<file path="src/rtl/dwt_pkg.sv">
// Shared types and defaults for the multi-level 1-D DWT sequencer.
// The level-length helper keeps the "length at level L" rule in one place.
package dwt_pkg;

  localparam int DEF_DW      = 16;
  localparam int DEF_AW      = 10;
  localparam int DEF_MAX_LVL = 4;
  localparam int DEF_LW      = 3;

  typedef enum logic [2:0] {
    S_IDLE,
    S_CLR,
    S_RD,
    S_FEED,
    S_CAP,
    S_OUT,
    S_DONE
  } state_t;

  function automatic int unsigned lvl_len(input int unsigned len0, input int unsigned lvl);
    return len0 >> lvl;
  endfunction

endpackage

</file>
<file path="src/rtl/dwt_lvl_cnt.sv">
// Level, line-length and sample-index counters of the DWT sequencer,
// with the end-of-line and end-of-job compares the FSM branches on.
module dwt_lvl_cnt
  import dwt_pkg::*;
#(
  parameter int AW      = DEF_AW,
  parameter int LW      = DEF_LW,
  parameter int MAX_LVL = DEF_MAX_LVL
) (
  input  logic          clk,
  input  logic          rst,
  input  logic          load,
  input  logic [AW:0]   cfg_len,
  input  logic [LW-1:0] cfg_lvls,
  input  logic          inc_i,
  input  logic          lvl_end,
  output logic [AW:0]   idx,
  output logic [LW-1:0] lvl,
  output logic          idx_odd,
  output logic          idx_last,
  output logic          job_end
);

  logic [AW:0]   len0;
  logic [LW-1:0] lv;
  logic [LW-1:0] lvl_next;
  logic [AW:0]   len_cur;
  logic [AW:0]   len_next;

  // NOTE: sequential state uses non-blocking assignments so every register
  // samples the pre-edge values, independent of process evaluation order.
  always_ff @(posedge clk or posedge rst) begin
    if (rst) begin
      len0 <= '0;
      lv   <= '0;
      lvl  <= '0;
      idx  <= '0;
    end else if (load) begin
      len0 <= cfg_len;
      lv   <= (cfg_lvls > LW'(MAX_LVL)) ? LW'(MAX_LVL) : cfg_lvls;
      lvl  <= '0;
      idx  <= '0;
    end else if (lvl_end) begin
      lvl <= lvl_next;
      idx <= '0;
    end else if (inc_i) begin
      idx <= idx + (AW+1)'(1);
    end
  end

  // The current length is derived from the latched level-0 length, so halving
  // per level needs no separate register.
  always_comb begin
    lvl_next = lvl + LW'(1);
    len_cur  = (AW+1)'(lvl_len(32'(len0), 32'(lvl)));
    len_next = (AW+1)'(lvl_len(32'(len0), 32'(lvl_next)));
  end

  assign idx_odd  = idx[0];
  assign idx_last = (idx == len_cur - (AW+1)'(1));
  assign job_end  = (lvl_next == lv) || (len_next < (AW+1)'(2));

endmodule

</file>
<file path="src/rtl/dwt_sched.sv">
// Sequencer feeding a shared 4-tap low/high filter pair from a single-port
// line memory, writing approximations back in place and streaming details.
module dwt_sched
  import dwt_pkg::*;
#(
  parameter int DW      = DEF_DW,
  parameter int AW      = DEF_AW,
  parameter int MAX_LVL = DEF_MAX_LVL,
  parameter int LW      = DEF_LW
) (
  input  logic          clk,
  input  logic          rst,
  input  logic          start,
  input  logic [AW:0]   cfg_len,
  input  logic [LW-1:0] cfg_lvls,
  output logic          busy,
  output logic          done,
  output logic [AW-1:0] mem_addr,
  output logic          mem_we,
  output logic [DW-1:0] mem_wdata,
  input  logic [DW-1:0] mem_rdata,
  output logic [DW-1:0] filt_din,
  output logic          filt_en,
  output logic          filt_clr,
  input  logic [DW-1:0] filt_lo,
  input  logic [DW-1:0] filt_hi,
  output logic [DW-1:0] det_data,
  output logic [LW-1:0] det_lvl,
  output logic          det_valid,
  input  logic          det_ready
);

  state_t        state;
  state_t        state_next;
  logic          load;
  logic          inc_i;
  logic          lvl_end;
  logic [AW:0]   idx;
  logic [LW-1:0] lvl;
  logic          idx_odd;
  logic          idx_last;
  logic          job_end;

  dwt_lvl_cnt #(
    .AW      (AW),
    .LW      (LW),
    .MAX_LVL (MAX_LVL)
  ) u_cnt (
    .clk      (clk),
    .rst      (rst),
    .load     (load),
    .cfg_len  (cfg_len),
    .cfg_lvls (cfg_lvls),
    .inc_i    (inc_i),
    .lvl_end  (lvl_end),
    .idx      (idx),
    .lvl      (lvl),
    .idx_odd  (idx_odd),
    .idx_last (idx_last),
    .job_end  (job_end)
  );

  always_ff @(posedge clk or posedge rst) begin
    if (rst) state <= S_IDLE;
    else     state <= state_next;
  end

  always_comb begin
    state_next = state;
    case (state)
      S_IDLE:  if (start) state_next = (cfg_lvls == '0) ? S_DONE : S_CLR;
      S_CLR:   state_next = S_RD;
      S_RD:    state_next = S_FEED;
      S_FEED:  state_next = idx_odd ? S_CAP : S_RD;
      S_CAP:   state_next = S_OUT;
      S_OUT: begin
        // Level end is folded into the accepting OUT cycle: next is CLR or DONE.
        if (det_ready) begin
          if (!idx_last)    state_next = S_RD;
          else if (job_end) state_next = S_DONE;
          else              state_next = S_CLR;
        end
      end
      S_DONE:  state_next = S_IDLE;
      default: state_next = S_IDLE;
    endcase
  end

  // NOTE: every output gets a value on every path of this block, otherwise
  // synthesis infers a latch to hold the previous value.
  always_comb begin
    busy      = (state != S_IDLE);
    done      = (state == S_DONE);
    filt_clr  = (state == S_CLR);
    filt_en   = (state == S_FEED);
    filt_din  = (state == S_FEED) ? mem_rdata : '0;
    mem_we    = (state == S_CAP);
    mem_wdata = (state == S_CAP) ? filt_lo : '0;
    det_valid = (state == S_OUT);
    mem_addr  = '0;
    if (state == S_RD)  mem_addr = idx[AW-1:0];
    if (state == S_CAP) mem_addr = idx[AW:1];
    load      = (state == S_IDLE) && start;
    inc_i     = ((state == S_FEED) && !idx_odd) ||
                ((state == S_OUT) && det_ready && !idx_last);
    lvl_end   = (state == S_OUT) && det_ready && idx_last;
  end

  // Detail register stays frozen across OUT stalls.
  always_ff @(posedge clk or posedge rst) begin
    if (rst) begin
      det_data <= '0;
      det_lvl  <= '0;
    end else if (state == S_CAP) begin
      det_data <= filt_hi;
      det_lvl  <= lvl;
    end
  end

endmodule

</file>
<file path="config.mk">
export PLATFORM = sky130hd
export DESIGN_NAME = dwt_sched
export DESIGN_NICKNAME = d
export VERILOG_FILES = /design/src/rtl/dwt_pkg.sv /design/src/rtl/dwt_lvl_cnt.sv /design/src/rtl/dwt_sched.sv
export SDC_FILE = /design/constraint.sdc
export NUM_CORES = 1
export LEC_CHECK = 0
export BUFFER_PORTS_ARGS = -buffer_cell sky130_fd_sc_hd__clkbuf_2
export CAP_MARGIN = 30
export CORE_MARGIN = 2
export CORE_UTILIZATION = 30
export CTS_CLUSTER_SIZE = 12
export DETAILED_ROUTE_END_ITERATION = 16
export MAX_ROUTING_LAYER = met4
export SYNTH_ARGS = -nofsm -noshare
export SYNTH_HDL_FRONTEND = slang
export SYNTH_SLANG_ARGS = --single-unit
</file>
<file path="constraint.sdc">
create_clock -name clk -period 3.1 [get_ports clk]
set_input_delay 0.31 -clock clk [delete_from_list [all_inputs] [get_ports clk]]
set_output_delay 0.31 -clock clk [all_outputs]
set_load 0.01 [all_outputs]
</file>
# Word-level counts from Yosys, hierarchy flattened
# Cells that the tools add are included.
# op_classes
addsub	3
shifts	2
n_mux	17
bitwise_logic	0
magnitude_cmp	2
div_mod_pow	0
n_eq_ne	10
mul	0
reduce_logical	15
# ops
operator	n
11-bit 2-to-1 mux	3
16-bit 2-to-1 mux	2
3-bit 2-to-1 mux	9
11-bit by 3-bit >> shifter with 11-bit output	2
10-bit 2-to-1 mux	2
3-bit case mux with 6 select lines	1
11-bit by 1-bit adder with 11-bit output (second input constant)	1
11-bit == test	1
11-bit by 2-bit < comparator with 1-bit output (second input constant)	1
11-bit by 1-bit subtractor with 11-bit output (second input constant)	1
3-bit == test (second input constant)	3
3-bit by 2-bit == test with 1-bit output (second input constant)	2
3-bit logical NOT	2
3-bit nonzero test	2
1-bit logical AND	5
3-bit by 1-bit adder with 3-bit output (second input constant)	1
3-bit by 1-bit == test with 1-bit output (second input constant)	1
3-bit == test	1
3-bit greater-than comparator (second input constant)	1
1-bit logical NOT	2
1-bit logical OR	2
2-bit by 1-bit != test with 1-bit output (second input constant)	1
2-bit != test (second input constant)	1
2-bit AND reduction	1
2-bit nonzero test	1
# word_totals
ff_bits	50
input_bits	66
latch_bits	0
mem_count	0
ram_bits	0
mem_bits_ro	0
word_cells	56

# Longest topological paths before layout
# Gate-level depths: netlist of run 1.
# depth
depth_word	9
depth_mapped	15

# Hierarchy
# Synthesis of run 1 repeated with hierarchy kept, for this count alone.
# unflattened
cells_unflattened	368
hier_area_um2	3644.7
# by_module_without_submodules
mod	cells_per_inst	area_each_um2	instances	seq_area_each_um2
dwt_lvl_cnt	239	2269.7	1	700.7
dwt_sched	129	1375.1	1	550.5

# Worst setup path after synthesis of run 1
# Ideal clock, no wire load.
# synth_timing
path_kind	register -> register
from	register u_cnt.lvl[1]
to	register u_cnt.idx[1]
setup_ps	134
stages_incl_launch_ff	13
setup_slack_ps	-256
synth_period_minus_slack_ps	3356
t_required_ps	2966
arrival_time_ps	3222
path_cell_list	dfrtp_1 -> buf_2 -> clkbuf_1 -> mux2i_1 -> mux4_2 -> ha_1 -> o2111ai_2 -> or4_1 -> a211oi_2 -> o2111ai_2 -> nor4_4 -> buf_6 -> o22ai_1
# synth_via
elab_chain_len	7
elab_cells_between_ends	10
# synth_rtl
item	line	rtl
start: declaration	dwt_lvl_cnt.sv:18	output logic [LW-1:0] lvl,
start signal: assignment	dwt_lvl_cnt.sv:44	lvl <= lvl_next;
11-bit by 3-bit >> shifter with 11-bit output *	dwt_pkg.sv:21	return len0 >> lvl;
11-bit by 1-bit subtractor with 11-bit output *	dwt_lvl_cnt.sv:60	assign idx_last = (idx == len_cur - (AW+1)'(1));
11-bit == test *	dwt_lvl_cnt.sv:60	
1-bit logical NOT	dwt_sched.sv:105	((state == S_OUT) && det_ready && !idx_last);
1-bit logical AND	dwt_sched.sv:105	
1-bit logical OR	dwt_sched.sv:104	inc_i = ((state == S_FEED) && !idx_odd) ||
3-bit nonzero test (no source line)	-	
end signal: assignment	dwt_lvl_cnt.sv:47	idx <= idx + (AW+1)'(1);
end: declaration	dwt_lvl_cnt.sv:17	output logic [AW:0] idx,
# Mark *: on every way between the ends. The rest lies on a longest branch, timed or not.
# A chain may end at the register's enable or synchronous reset.

# Worst setup path after layout of run 1
# layout_timing
from	register u_cnt.lvl[1]
to	register u_cnt.lvl[1]
# layout_via
elab_chain_len	5
elab_cells_between_ends	8
# layout_rtl
item	line	rtl
11-bit by 3-bit >> shifter with 11-bit output	dwt_pkg.sv:21	
11-bit by 1-bit subtractor with 11-bit output	dwt_lvl_cnt.sv:60	
11-bit == test	dwt_lvl_cnt.sv:60	
1-bit logical AND	dwt_sched.sv:106	lvl_end = (state == S_OUT) && det_ready && idx_last;
2-bit nonzero test (no source line)	-	
# Several ways; a longest one is shown, not always the timed one. The select of a mux whose other input is x is not followed.

==> results.ini, run 1 <==
[drt]
viasPerCell=5.025
routed_wl_um=10910
firstDrtPassIters=4
ant_nets=0
via_count=3774
wl_met1_um=4473
top_layer_used=met4
wl_met3_um=446
wl_met2_um=5767
drt_first_iter_violations=144
drcViolationCount=0
routedWlPerCell_um=14.53

[die]
dieArea_um2=13380
dieWidth_um=115.7
coreArea_um2=12110
die_height_um=115.7
rows=40
ios=133
start_util_pct=30.89

[clocking]
insertion_delay_ns=0.30
numClockSinks=50
cts_made_buffers=5
cts_buffer_depth=2
cts-root-buf=clkbuf_16
clk_pin_slew_ns=0.07
cts_tree=yes
htreeDepth=2

[timing]
timing.setup.tns_ns=-1.628
timing.final.ws_setup_ns=-0.1324
finalClockSkew_ns=0.006536
rsz0062_at_grt=yes
worst_slew_pin_slew_ns=0.7242
clock.fmax_ghz=0.3094
hold_viol_final=0
min_period_over_period_pct=104.3
setup-violations-final=16
slew_headroom_pct=51.21
period_minus_slack_ns=3.232
hold_slack_ns=0.2056
slew_viol_final=0

[critical_path]
path_max_fanout=8
endpoint_kind=register
r2r_end=u_cnt.lvl[1]
rr_worst_depth=12
r2r_start=u_cnt.lvl[1]
start_kind=register
path_class=register to register
worstPathArrival_ns=3.45
r2r_slack_ns=-0.13
cp_data_required_time_ns=3.32

[final_layout]
final_cell_mix=clkbuf_2, nand2_1, buf_4, dfrtp_1, and2_1
fill_cells=1209
syn_to_final_growth_pct=40.33
n_antenna_cell=0
layout.nets=651
drive_above_1_share_pct=43.05
final_common_cell=clkbuf_2

[hold_path]
hold_path.class=input pin to register
hp-start=cfg_len[1]
holdPathEnd=u_cnt.len0[1]
holdPathStages=3

[global_route]
grt_overflow=0
grt_use_total_pct=17.48
grt_pass1_wl_um=18130
antenna_found_initial=0
grt_pass1_vias=3823
grt_max_degree=33

[outcome]
violations=negative setup slack
status=complete, but fails checks

[placement]
port_buffers=132
place.gp.congestion=0.8635
dp_hpwl_um=8556
pre_cts_slack_ns=-0.3143

[synthesis]
postSynthNetCount=492
synth_edf_count=0
async_flop_share_pct=100.0
synth_cells=423
synth_area_um2=3741
yosysUniqueCellTypes=64
synth-seq-cells=50
synth_warnings=0
syn_area_per_cell_um2=8.844
ys_seq_area_share_pct=33.44
yosys_most_used_dff=dfrtp_1

[pwr]
vdd.ir_drop.worst_v=0.0003105
p_per_area_nw_per_um2=812.0
p_leak_nw=2.482
p_total_mw=4.263

[run]
maxCapViolations=0

## how the worst max path moves through the flow
stage / from / endpoint / slack (ns)
3_3_place_gp: u_cnt.lvl[1] / u_cnt.lvl[2] / -0.24
6_report: u_cnt.lvl[1] / u_cnt.lvl[1] / -0.13
3_5_place_dp: u_cnt.lvl[1] / u_cnt.lvl[2] / -0.31
5_1_grt: u_cnt.lvl[1] / u_cnt.lvl[0] / -0.26
4_1_cts: u_cnt.lvl[1] / u_cnt.idx[1] / -0.09
2_1_floorplan: u_cnt.lvl[1] / u_cnt.idx[1] / -0.008
## state kept, by name, indices dropped and copies added (netlist names)
register,cells
u_cnt.lvl,3
det_data,16
u_cnt.len0,11
u_cnt.lv,3
state,3
det_lvl,3
u_cnt.idx,11
## per-stage QoR
step                      cell area (µm²)  std cells  utilization (%)
after floorplan                      3837        423                -
after global placement               4903        738            40.49
after detailed placement             4923        739            40.65
after CTS                            5219        751            43.09
after global routing                 5250        751            43.35
final                                5250        751            43.35
## where the power goes
part | total (mW) | switching (mW) | internal (mW) | leakage [nW]
clock network | 0.645 | 0.259 | 0.385 | 0.0844
registers | 1.17 | 0.286 | 0.884 | 0.637
logic | 2.45 | 1.25 | 1.20 | 1.76
## layout make-up
class	count	area (µm²)	area share [%]
clock buffer	5	125.1	2.383
clock inverter	3	47.55	0.9056
inverter	12	47.55	0.9056
multi-input combinational	327	2465	46.95
sequential	50	1254	23.88
tap	168	210.2	4.004
timing repair buffer	186	1101	20.97
## cells by family after synthesis
kind of cell | share of synthesized area [%]
flip-flops | 33.44
multiplexers | 14.41
AND/OR/NAND/NOR | 26.62
AO/OA/AOI/OAI | 14.11
buffers and inverters | 5.251
XOR/XNOR | 5.150
adder cells (fa/ha/maj) | 1.003
## per-layer routing
| layer | GRT usage (%) | vias to the layer above |
|---|---|---|
| li1 | - | 1828 |
| met1 | 19.82 | 1819 |
| met2 | 31.85 | 112 |
| met3 | 2.249 | 15 |
| met4 | 5.635 | 0 |
| met5 | - | - |
## worst max-delay path, stage by stage, from the launching register on
cell and delay (ns):
dfrtp_2 0.52, mux2i_4 0.24, mux4_2 0.52, ha_4 0.20, buf_12 0.13, xnor2_4 0.12, buf_4 0.15, mux2_4 0.26
mux2i_1 0.17, o2111ai_2 0.22, nor4_4 0.28, buf_4 0.18, mux2i_1 0.17
## cell usage after synthesis (6+ instances only)
master | number | area share [%]
nor2_1 | 17 | 1.7
a22o_1 | 10 | 2.3
o21ai_0 | 10 | 1.3
nand3_1 | 7 | 0.94
and2_1 | 37 | 6.2
nand2_1 | 66 | 6.6
a21oi_1 | 8 | 1.1
mux2i_1 | 19 | 5.1
nor4_1 | 6 | 1.0
xnor2_1 | 12 | 2.8
nor3_1 | 16 | 2.1
clkbuf_1 | 21 | 2.1
dfrtp_1 | 50 | 33
inv_1 | 10 | 1.0
xor2_1 | 10 | 2.3
mux2_2 | 23 | 6.9
buf_2 | 7 | 0.94
## what timing repair did
action / CTS / global route
gates resized for setup: 16 / 5
gates cloned: 0 / 0
hold endpoints to repair: 5 / 0
buffers inserted: 3 / 0
pin swaps: 3 / 1
setup endpoints to repair: 17 / 17
hold buffers: 1 / 0
No activity file was read; power rests on OpenSTA's default activity.
==> run 2: changes to the inputs <==
clock period = 2.7 ns   (was 3.1 ns; I/O delays follow)
==> results.ini, run 2 (same netlist as run 1, synthesis figures left out) <==
[global_route]
grt_max_degree=47  ; +42%
antenna_found_initial=0  ; unchanged
grt_overflow=0  ; unchanged
grt_pass1_vias=3847  ; +0.63%
grt_use_total_pct=17.90  ; +0.42 points
grt_pass1_wl_um=18600  ; +2.6%

[critical_path]
worstPathArrival_ns=3.39  ; -0.06 ns
path_class=register to register
path_cells=buf_8, mux2i_4, and2_4, a211oi_2, a21oi_2, ha_4, o2111ai_4, or4_4, a211oi_2, o2111ai_2, nor4_4, buf_4, mux2i_1
crit_top_cell=a211oi_2
r2r_slack_ns=-0.47  ; -0.34 ns
critical_path_buf_inv_count=2  ; -1
cp_data_required_time_ns=2.92  ; -0.40 ns
path_max_fanout=5  ; -3
cp_slowest_cell=or4_4
endpoint_kind=register
start_kind=register
crit_family=simple AND/OR/NAND/NOR gates
max_stage_delay_ns=0.54  ; +0.02 ns

[timing]
clock.fmax_ghz=0.3155  ; +2.0%
hold_viol_final=0  ; unchanged
slew_headroom_pct=53.89  ; +2.7 points
timing.setup.tns_ns=-7.363  ; -5.735 ns
timing.final.ws_setup_ns=-0.4694  ; -0.3369 ns
worst_slew_pin_slew_ns=0.6899  ; -0.03431 ns
slew_viol_final=0  ; unchanged
setup-violations-final=17  ; +1
finalClockSkew_ns=0.005801  ; -0.0007350 ns
rsz0062_at_grt=yes
period_minus_slack_ns=3.169  ; -0.06309 ns
min_period_over_period_pct=117.4  ; +13 points

[clocking]
insertion_delay_ns=0.30  ; about the same
cts_made_buffers=5  ; unchanged
htreeDepth=2  ; unchanged
cts_tree=yes
cts-root-buf=clkbuf_16
clk_pin_slew_ns=0.07  ; about the same
cts_buffer_depth=2  ; unchanged
numClockSinks=50  ; unchanged

[drt]
viasPerCell=4.992  ; -0.66%
via_count=3819  ; +1.2%
drcViolationCount=0  ; unchanged
top_layer_used=met4
routedWlPerCell_um=14.71  ; +1.2%
wl_met1_um=4764  ; +6.5%
drt_first_iter_violations=159  ; +10%
routed_wl_um=11250  ; +3.1%
firstDrtPassIters=4  ; unchanged
ant_nets=0  ; unchanged
wl_met3_um=494  ; +11%
wl_met2_um=5773  ; +0.10%

[pwr]
p_leak_nw=2.526  ; +1.8%
p_total_mw=5.025  ; +18%
p_per_area_nw_per_um2=933.2  ; +15%
vdd.ir_drop.worst_v=0.0004298  ; +38%

[outcome]
violations=negative setup slack
status=complete, but fails checks

[final_layout]
largestRegisters=det_data (16), u_cnt.idx (11), u_cnt.len0 (11)
top_register=det_data
layout.nets=665  ; +2.2%
syn_to_final_growth_pct=43.95
largest_register_ffs=16  ; unchanged
final_cell_mix=clkbuf_2, nand2_1, buf_4, dfrtp_1, and2_1
drive_above_1_share_pct=45.73  ; +2.7 points
fill_cells=1193  ; -1.3%
final_common_cell=clkbuf_2
fin_area_um2=5385  ; +2.6%
n_antenna_cell=0  ; unchanged

[die]
die_height_um=115.7  ; unchanged
rows=40  ; unchanged
coreArea_um2=12110  ; unchanged
start_util_pct=30.89  ; unchanged
dieWidth_um=115.7  ; unchanged
ios=133  ; unchanged
dieArea_um2=13380  ; unchanged

[run]
maxCapViolations=0  ; unchanged

[placement]
place.gp.congestion=0.9237  ; +7.0%
dpl_cell_area_um2=4974  ; +1.0%
pre_cts_slack_ns=-0.7306  ; -0.4163 ns
port_buffers=132  ; unchanged
dp_hpwl_um=8612  ; +0.65%

[hold_path]
hold_path.class=input pin to register

==> run 2: cell types whose count changed in the layout (fill, tap and decap cells not counted), moves of 2 or more <==
cell and delta:
mux2i_1 -4, buf_12 -2, buf_4 +15, a32oi_1 -2, mux2i_4 +4, a32oi_2 +2
==> run 2: report_power, final <==
part | switching (mW) | internal (mW) | total, mW
clock | 0.301 | 0.444 | 0.745
sequential | 0.365 | 1.01 | 1.38
combinational | 1.44 | 1.46 | 2.90
==> run 2: area by class of cell <==
class	count	area [µm²]	area share [%]
multi-input combinational	327	2511	46.63
sequential	50	1254	23.28
timing repair buffer	200	1189	22.07
tap	168	210.2	3.903
clock buffer	5	125.1	2.323
clock inverter	3	48.80	0.9061
inverter	12	47.55	0.8829
==> run 2: path summary, 6_finish.rpt <==
path	startpoint	to	depth (start not counted)
min	cfg_len[8]	u_cnt.len0[8]	3
max in group asynchronous	rst	u_cnt.lvl[0]	4
max	u_cnt.lvl[1]	u_cnt.lvl[0]	13
min in group asynchronous	rst	det_data[12]	3
max reg2reg	u_cnt.lvl[1]	u_cnt.lvl[0]	13
min reg2reg	det_data[1]	det_data[1]	1
==> run 2: metrics by stage <==
stage	cells	hold WS (ns)	utilization, %
2_1_floorplan	423	0.3754	-
3_3_place_gp	749	0.2728	41.06
3_5_place_dp	749	0.2834	41.06
4_1_cts	763	0.1516	43.68
5_1_grt	765	0.1725	44.46
6_report	765	0.1570	44.46
==> run 2: tightest hold or removal path: cells and delay by family <==
family	cells	cell delay [ns]
buffers and inverters	1	0.07
and+or+nand+nor	2	0.08
==> run 2: per-layer routing <==
| metal | vias to the layer above | global-route usage, % |
|---|---|---|
| li1 | 1848 | - |
| met4 | 0 | 6.587 |
| met5 | - | - |
| met1 | 1840 | 21.19 |
| met2 | 117 | 30.88 |
| met3 | 14 | 2.667 |
==> run 2: repair_timing <==
item,CTS,global route
resized for setup,22,13
endpoints found under the setup margin,17,17
buffers inserted,5,2
pin swaps,6,2
hold buffers,1,0
hold endpoints to repair,18,0
